### src/rtl/pipe_ctrl_pkg.sv
// Shared constants for the pipeline sequencer: bus widths, stall/flush bit indices, FSM encoding.
// The optional performance counters are enabled with the PIPE_CTRL_PERF_EN macro.
package pipe_ctrl_pkg;

    localparam int ADDR_W = 32;
    localparam int DATA_W = 32;
    localparam int CTRL_W = 5;

    typedef logic [ADDR_W-1:0] addr_bus_t;
    typedef logic [DATA_W-1:0] data_bus_t;
    typedef logic [CTRL_W-1:0] ctrl_bus_t;

    localparam int PC_IDX    = 0;
    localparam int IFID_IDX  = 1;
    localparam int IDEX_IDX  = 2;
    localparam int EXMEM_IDX = 3;
    localparam int MEMWB_IDX = 4;

    typedef enum logic [0:0] {
        PC_IDLE    = 1'b0,
        PC_WAIT_IF = 1'b1
    } pc_state_e;

endpackage

### src/rtl/pipe_ctrl_perf_sat_cnt.sv
// 32-bit saturating event counter with increment enable and synchronous active-high reset.
module perf_sat_cnt (
    input  logic        clk,
    input  logic        rst,
    input  logic        inc,
    output logic [31:0] cnt
);

    logic [31:0] cnt_r;

    // Counter register; holds at all-ones instead of wrapping.
    always_ff @(posedge clk) begin
        if (rst) begin
            cnt_r <= 32'd0;
        end else if (inc && (cnt_r != 32'hFFFF_FFFF)) begin
            cnt_r <= cnt_r + 32'd1;
        end else begin
            cnt_r <= cnt_r;
        end
    end

    assign cnt = cnt_r;

endmodule

### src/rtl/pipe_ctrl.sv
// Pipeline sequencer: stall/flush per pipeline register and exception redirect with deferral
// while a fetch is in flight. Performance counters are built only under PIPE_CTRL_PERF_EN.
module pipe_ctrl
    import pipe_ctrl_pkg::*;
(
    input  logic        clk,
    input  logic        rst,
    input  logic        if_stall_req,
    input  logic        id_stall_req,
    input  logic        ex_stall_req,
    input  logic        mem_stall_req,
    input  logic        exc_req,
    input  logic [31:0] exc_target,
    output logic [4:0]  stall,
    output logic [4:0]  flush,
    output logic        redirect,
    output logic [31:0] redirect_pc,
    output logic [31:0] perf_stall_cnt,
    output logic [31:0] perf_exc_cnt
);

    pc_state_e state_r;
    pc_state_e state_nxt_s;
    addr_bus_t pend_pc_r;
    addr_bus_t pend_pc_nxt_s;
    ctrl_bus_t stall_s;
    ctrl_bus_t flush_s;
    logic      redirect_s;
    addr_bus_t redirect_pc_s;

    // State and deferred-target registers.
    always_ff @(posedge clk) begin
        if (rst) begin
            state_r   <= PC_IDLE;
            pend_pc_r <= 32'd0;
        end else begin
            state_r   <= state_nxt_s;
            pend_pc_r <= pend_pc_nxt_s;
        end
    end

    // Next-state and per-register controls; everything is forced quiet during reset.
    always_comb begin
        state_nxt_s   = state_r;
        pend_pc_nxt_s = pend_pc_r;
        stall_s       = 5'b00000;
        flush_s       = 5'b00000;
        redirect_s    = 1'b0;
        redirect_pc_s = 32'd0;
        if (rst) begin
            state_nxt_s   = PC_IDLE;
            pend_pc_nxt_s = 32'd0;
        end else begin
            case (state_r)
                PC_IDLE: begin
                    redirect_pc_s = exc_target;
                    if (exc_req) begin
                        // Exception empties the pipe; MEM never stalls while it raises exc_req.
                        flush_s = 5'b11110;
                        if (if_stall_req) begin
                            stall_s[PC_IDX] = 1'b1;
                            pend_pc_nxt_s   = exc_target;
                            state_nxt_s     = PC_WAIT_IF;
                        end else begin
                            redirect_s = 1'b1;
                        end
                    end else if (mem_stall_req) begin
                        stall_s = 5'b01111;
                        flush_s = 5'b10000;
                    end else if (ex_stall_req) begin
                        stall_s = 5'b00111;
                        flush_s = 5'b01000;
                    end else if (id_stall_req) begin
                        stall_s = 5'b00011;
                        flush_s = 5'b00100;
                    end else if (if_stall_req) begin
                        stall_s = 5'b00001;
                        flush_s = 5'b00010;
                    end else begin
                        stall_s = 5'b00000;
                    end
                end
                PC_WAIT_IF: begin
                    redirect_pc_s     = pend_pc_r;
                    flush_s[IFID_IDX] = 1'b1;
                    if (if_stall_req) begin
                        stall_s[PC_IDX] = 1'b1;
                    end else begin
                        redirect_s  = 1'b1;
                        state_nxt_s = PC_IDLE;
                    end
                end
                default: begin
                    state_nxt_s = PC_IDLE;
                end
            endcase
        end
    end

    assign stall       = stall_s;
    assign flush       = flush_s;
    assign redirect    = redirect_s;
    assign redirect_pc = redirect_pc_s;

`ifdef PIPE_CTRL_PERF_EN
    logic exc_acc_s;
    assign exc_acc_s = !rst && (state_r == PC_IDLE) && exc_req;

    perf_sat_cnt u_stall_cnt (
        .clk (clk),
        .rst (rst),
        .inc (stall_s[PC_IDX]),
        .cnt (perf_stall_cnt)
    );

    perf_sat_cnt u_exc_cnt (
        .clk (clk),
        .rst (rst),
        .inc (exc_acc_s),
        .cnt (perf_exc_cnt)
    );
`else
    assign perf_stall_cnt = 32'd0;
    assign perf_exc_cnt   = 32'd0;
`endif

endmodule

### config.mk
export PLATFORM = sky130hd
export DESIGN_NAME = pipe_ctrl
export DESIGN_NICKNAME = d
export VERILOG_FILES = /design/src/rtl/pipe_ctrl_pkg.sv /design/src/rtl/pipe_ctrl_perf_sat_cnt.sv /design/src/rtl/pipe_ctrl.sv
export SDC_FILE = /design/constraint.sdc
export NUM_CORES = 1
export LEC_CHECK = 0
export CAP_MARGIN = 20
export CELL_PAD_IN_SITES_DETAIL_PLACEMENT = 2
export CELL_PAD_IN_SITES_GLOBAL_PLACEMENT = 2
export CORE_ASPECT_RATIO = 1.4
export CORE_MARGIN = 3
export CORE_UTILIZATION = 21
export DETAILED_ROUTE_END_ITERATION = 8
export GPL_TIMING_DRIVEN = 0
export PLACE_DENSITY_LB_ADDON = 0.08
export REMOVE_ABC_BUFFERS = 1
export SYNTH_ARGS = -nofsm -noshare
export SYNTH_HDL_FRONTEND = slang
export SYNTH_SLANG_ARGS = --single-unit
### constraint.sdc
create_clock -name clk -period 1.6 [get_ports clk]
set_clock_uncertainty 0.05 [all_clocks]
set_input_delay 0.16 -clock clk [delete_from_list [all_inputs] [get_ports clk]]
set_output_delay 0.16 -clock clk [all_outputs]
set_load 0.005 [all_outputs]
==> results of run 1 <==
[layout make-up]
cell class,instances,area [um^2]
Fill cell,1382,8560
Clock buffer,7,143
Inverter,2,7.51
Sequential cell,33,664
Timing Repair Buffer,89,759
Tap cell,147,184
Multi-Input combinational cell,245,1570
[critical path: stages (launching register included)]
cell and delay (ps):
dfxtp_4 370, buf_16 160, or3_4 360, o22ai_2 90, buf_2 130
[through the flow]
stage / std cells / area, um^2 / setup TNS (ps)
floorplan: 280 / 2190 / -42700
global placement: 506 / 3160 / -148530
detailed placement: 508 / 3200 / -16230
CTS: 521 / 3370 / -173
global route: 523 / 3320 / -705
finish: 523 / 3320 / -2.90
[path summary, 6_finish.rpt]
kind,cells past startpoint,slack (ps),startpoint,to
min,3,290,if_stall_req,state_r
max,4,-3,state_r,stall[0]
max reg2reg,4,200,state_r,pend_pc_r[1]
min reg2reg,2,420,pend_pc_r[17],pend_pc_r[17]
[kinds of logic (layout without fill, tap and decap cells)]
| kind of cell | count (synthesis) | count (layout) |
|---|---|---|
| simple gates | 110 | 110 |
| buf+inv | 87 | 98 |
| mux | 64 | 64 |
| flops | 33 | 33 |
| compound gates | 5 | 5 |
| other cells | 1 | 66 |
[layer usage]
metal,part of all wire,up-vias,track usage
li1,-,982,-
met3,0.084,6,0.0293
met1,0.37,976,0.102
met5,0,-,0
met4,0.014,0,0.0364
met2,0.53,99,0.185
[sequential cells by signal, summed over array words and instances, names as in the netlist]
name and count:
state_r 1, pend_pc_r 32
[timing repair]
| item | 4_1_cts | 5_1_grt |
|---|---|---|
| endpoints found under the setup margin | 67 | 36 |
| gates cloned | 2 | 0 |
| gates resized for setup | 147 | 15 |
| endpoints found under the hold margin | 0 | 0 |
| pin swaps | 3 | 0 |
| buffers inserted | 4 | 3 |
[Yosys cell counts]
master    instances
clkbuf_1          6
nor3_1            3
inv_1             2
and3b_1           1
o22ai_1           1
o21a_1            3
or4b_1            1
buf_4            67
mux2i_1          64
nor2b_1           1
nand2b_1         64
buf_6             4
or3_1             1
a21oi_1           1
conb_1            1
dfxtp_1          33
nor3b_1           1
nor2_1           38
buf_2             8
[power groups by stage]
stage / clock network [mW] / logic [mW] / registers (mW)
after CTS: 1.02 / 0.552 / 0.890
after global routing: 1.05 / 0.598 / 0.895
after floorplan: 0 / 0.240 / 0.912
final: 0.968 / 0.533 / 0.889
after detailed placement: 0 / 0.551 / 0.916
after global placement: 0 / 0.543 / 0.925
==> flow_summary_export.csv, run 1 <==
group,metric,value,unit
synth,yosys_warnings,0,
final_layout,drive_gt1_frac,0.168,
global_routing,grt-ovfl-total,0,
timing,whs,293,ps
global_routing,grt_pass1_wl,10500,um
placed_design,io_buffers,79,
critical_path,cp.required,1390,ps
clocking,cts_hold_buf,0,
detailed_routing,drc,0,
detailed_routing,routedWlPerCell,13.2,um
timing,hold_viol,0,
synth,netlist_area,2550,um^2
timing,slew_viol_final,0,
floorplan,fp-row-count,47,
synth,synthXorXnorAreaFrac,0,
detailed_routing,wl,6880,um
synth,post_synth.cell_area_avg,8.51,um^2
timing,fin_ws,-2.90,ps
run_status,status,"finished with violations",
floorplan,start_util,0.215,
timing,fin_crit,1600,ps
synth,synth.mux.area_fraction,0.251,
placed_design,dp_hpwl,4720,um
synth,yosysTopAreaCellShare,0.259,
critical_path,worst_ep_arrival_time,1390,ps
detailed_routing,drtPass1Iterations,2,
floorplan,core,11900,um^2
synth,yosysSeqAreaShare,0.259,
floorplan,io_pins,146,
timing,relSlewSlack,0.573,
clocking,cts_tree,"built",
power_and_ir_drop,powerDensity,719,nW/um^2
global_routing,grt_pass1_vias,2093,
critical_path,critPathMaxFanout,9,
timing,timing.fmax,624,MHz
clocking,htreeDepth,2,
final_layout,fin_util,0.280,
clocking,path_clk_slew,50,ps
critical_path,start_kind,"flop",
hold_path,worstHoldPathType,"in -> reg",
synth,synth-compound-area-share,0.0132,
clocking,clk-insertion-delay-late,270,ps
synth,synth_top_family_by_area,"multiplexers",
timing,timing.final.crit_share,1.00,
synth,synth-seq-cells,33,
power_and_ir_drop,p_sw_frac,0.265,
synth,synthCells,300,
clocking,numCtsBuffers,5,
power_and_ir_drop,vdd_ir_drop_max,324,uV
power_and_ir_drop,internal_power,1.76,mW
critical_path,cp-end-kind,"primary output",
synth,synthAdderAreaFrac,0,
power_and_ir_drop,power.total,2.39,mW
global_routing,grt_max_degree,103,
timing,setup_viol,1,
detailed_routing,vias_per_cell,3.94,
final_layout,antenna_cells,0,
final_layout,final_cell_mix,"conb_1 (66), nand2b_1 (64), mux2i_1 (63)",
run_status,failed_checks,"negative setup slack",
critical_path,path_class,"reg -> out",
detailed_routing,first_iter_violations,39,
power_and_ir_drop,p_comb_frac,0.223,
power_and_ir_drop,leakage,1.42,nW
global_routing,track_usage,0.0986,
global_routing,antenna_found_initial,0,
final_layout,syn_to_final_growth,30.1,%
run,maxCapViolations,0,
clocking,cts-root-buf,"clkbuf_16",
power_and_ir_drop,power.switching,633,uW
power_and_ir_drop,clkPwrFrac,0.405,
timing,worstMarginPinSlew,641,ps
clocking,cts_max_path_buffers,2,
floorplan,die_width,99.2,um
detailed_routing,vias,2063,
floorplan,die_y,136,um
detailed_routing,drtAntennaViolNets,0,
placed_design,gp_congestion,0.665,
final_layout,nNetsFinal,415,
floorplan,die-area,13500,um^2
placed_design,place_ws,-588,ps
power_and_ir_drop,power_frac_seq,0.372,
synth,yosysTopAreaCell,"dfxtp_1",
final_layout,mostFrequentLayoutCell,"conb_1",
synth,synth.area.top_cells,"dfxtp_1 (26%), mux2i_1 (25%), buf_4 (20%)",
clocking,cts.sinks,33,
synth,synth_cell_type_count,19,
timing,rsz0062_at_grt,"true",
synth,synth-simple-area-share,0.234,
Note: power is estimated with default switching activity, not from simulation.
==> run 2, diff against run 1 <==
--- a/config.mk
+++ b/config.mk
@@ -10,9 +10,8 @@
 export CELL_PAD_IN_SITES_GLOBAL_PLACEMENT = 2
 export CORE_ASPECT_RATIO = 1.4
 export CORE_MARGIN = 3
-export CORE_UTILIZATION = 21
+export CORE_UTILIZATION = 22
 export DETAILED_ROUTE_END_ITERATION = 8
-export GPL_TIMING_DRIVEN = 0
 export PLACE_DENSITY_LB_ADDON = 0.08
 export REMOVE_ABC_BUFFERS = 1
 export SYNTH_ARGS = -nofsm -noshare
==> constraint.sdc (replaced) <==
create_clock -name clk -period 2 [get_ports clk]
set_clock_uncertainty 0.05 [all_clocks]
set_input_delay 0.2 -clock clk [delete_from_list [all_inputs] [get_ports clk]]
set_output_delay 0.2 -clock clk [all_outputs]
set_load 0.005 [all_outputs]
==> run 2 against run 1 <==
  * The run now ends clean
  * Hold slack better by 30 ps
  * Register-to-register slack improved by 260 ps
  * Core utilization increased by 3.3 points
  * Critical path depth fell by 1
  * Flip-flop and latch count did not move
  * Clock power is 24% lower
  * Sequential power decreased by 20%
  * Count of clock-buffer cells in the layout rose by 1
  * Cell area rose by 4.4%
  * Via count shrank 0.68%
  * Largest cell class unchanged
==> flow_summary_export.csv, run 2 (synthesis gave the netlist of run 1 again) <==
group,metric,value,unit
timing,fin_ws,84.5,ps
timing,setup_viol,0,
critical_path,start_kind,"flop",
placed_design,place_ws,-200,ps
critical_path,path_class,"reg -> out",
detailed_routing,routedWlPerCell,13.5,um
floorplan,die_y,133,um
run_status,status,"completed",
hold_path,worstHoldPathType,"in -> reg",
detailed_routing,drc,0,
detailed_routing,wl,7040,um
detailed_routing,drtAntennaViolNets,0,
timing,slew_viol_final,0,
critical_path,r2r_start,"state_r",
critical_path,critPathMaxFanout,4,
detailed_routing,drtPass1Iterations,4,
floorplan,die-area,13000,um^2
final_layout,largest_reg_flops,32,
critical_path,rrSetupSlack,460,ps
global_routing,grt_max_degree,39,
final_layout,drive_gt1_frac,0.0660,
critical_path,cp.required,1750,ps
critical_path,startpoint,"state_r",
final_layout,syn_to_final_growth,35.8,%
clocking,path_clk_slew,50,ps
critical_path,crit_end,"stall[3]",
clocking,cts.sinks,33,
critical_path,worst_ep_arrival_time,1670,ps
placed_design,gp_congestion,0.723,
power_and_ir_drop,leakage,1.39,nW
detailed_routing,vias,2049,
clocking,cts_max_path_buffers,2,
clocking,cts_tree,"built",
floorplan,io_pins,146,
run,maxCapViolations,0,
clocking,numCtsBuffers,5,
final_layout,top_regs,"pend_pc_r x32, state_r x1",
placed_design,dp_hpwl,5290,um
global_routing,grt_pass1_wl,11200,um
clocking,htreeDepth,2,
power_and_ir_drop,power.total,1.92,mW
final_layout,final_cell_mix,"clkdlybuf4s50_1 (75), conb_1 (66), mux2i_1 (64), nand2b_1 (64), nor2_1 (37)",
clocking,clk-insertion-delay-late,280,ps
timing,hold_viol,0,
global_routing,antenna_found_initial,0,
floorplan,start_util,0.230,
final_layout,nNetsFinal,417,
final_layout,num-fill-cells,1284,
floorplan,fp-row-count,45,
critical_path,r2r-end,"pend_pc_r[3]",
final_layout,top_register,"pend_pc_r",
timing,rsz0062_at_grt,"false",
floorplan,die_width,97.1,um
global_routing,grt_pass1_vias,2224,
clocking,cts-root-buf,"clkbuf_16",
clocking,cts_setup_buffers,0,
critical_path,cp-end-kind,"primary output",
timing,fin_crit,1920,ps
power_and_ir_drop,vdd_ir_drop_max,311,uV
final_layout,antenna_cells,0,
global_routing,grt-ovfl-total,0,
final_layout,fin_util,0.313,
clocking,cts_hold_buf,0,
critical_path,ff2ff_path_depth,4,
final_layout,mostFrequentLayoutCell,"clkdlybuf4s50_1",
timing,timing.final.crit_share,0.958,
placed_design,io_buffers,79,
timing,timing.fmax,522,MHz
global_routing,track_usage,0.107,
detailed_routing,first_iter_violations,45,
floorplan,core,11100,um^2
detailed_routing,vias_per_cell,3.94,
power_and_ir_drop,powerDensity,554,nW/um^2
[run 2: how the worst min path moves through the flow]
stage | startpoint | end | slack [ps] | cells after the start
6_report | if_stall_req | state_r | 320 | 3
5_1_grt | if_stall_req | state_r | 350 | 3
4_1_cts | if_stall_req | state_r | 320 | 3
3_5_place_dp | pend_pc_r[23] | pend_pc_r[23] | 420 | 2
3_3_place_gp | pend_pc_r[24] | pend_pc_r[24] | 410 | 2
2_1_floorplan | rst | state_r | 230 | 1
[run 2: per-stage QoR]
step	setup TNS (ps)	cell area (um^2)	cells	hold slack (ps)
after global placement	-81.1	3280	511	410
after global routing	0	3470	520	349
after CTS	0	3430	519	316
after detailed placement	-200	3280	511	422
final	0	3470	520	323
after floorplan	-18210	2190	280	229
[run 2: per-layer routing]
| metal | share of wire | track usage | vias to the layer above |
|---|---|---|---|
| met2 | 0.53 | 0.200 | 84 |
| met1 | 0.39 | 0.112 | 971 |
| met4 | 0.016 | 0.0398 | 0 |
| met5 | 0 | 0 | - |
| met3 | 0.066 | 0.0288 | 6 |
| li1 | - | - | 988 |
[run 2: critical path: stages, from the launching register on]
cell,delay (ps)
dfxtp_4,360
or3_4,410
nor2_1,100
clkdlybuf4s50_1,510
[run 2: report_power, final]
part / internal, mW / switching [mW]
Combinational: 0.270 / 0.205
Clock: 0.463 / 0.273
Sequential: 0.692 / 0.0188
[run 2: cell type report]
cell class / instances / area (um^2) / share of cell area
multi-input cells: 245 / 1540 / 0.444
repair buffers: 91 / 943 / 0.272
flip-flops and latches: 33 / 664 / 0.192
well taps: 141 / 176 / 0.0509
clock buffers: 8 / 136 / 0.0393
inverters: 2 / 7.51 / 0.00216
[run 2: repair_timing]
item                                    in CTS  in global routing
cloned                                       0                  1
hold endpoints to repair                     0                  0
gates resized for setup                      4                  5
endpoints found under the setup margin       1                  8
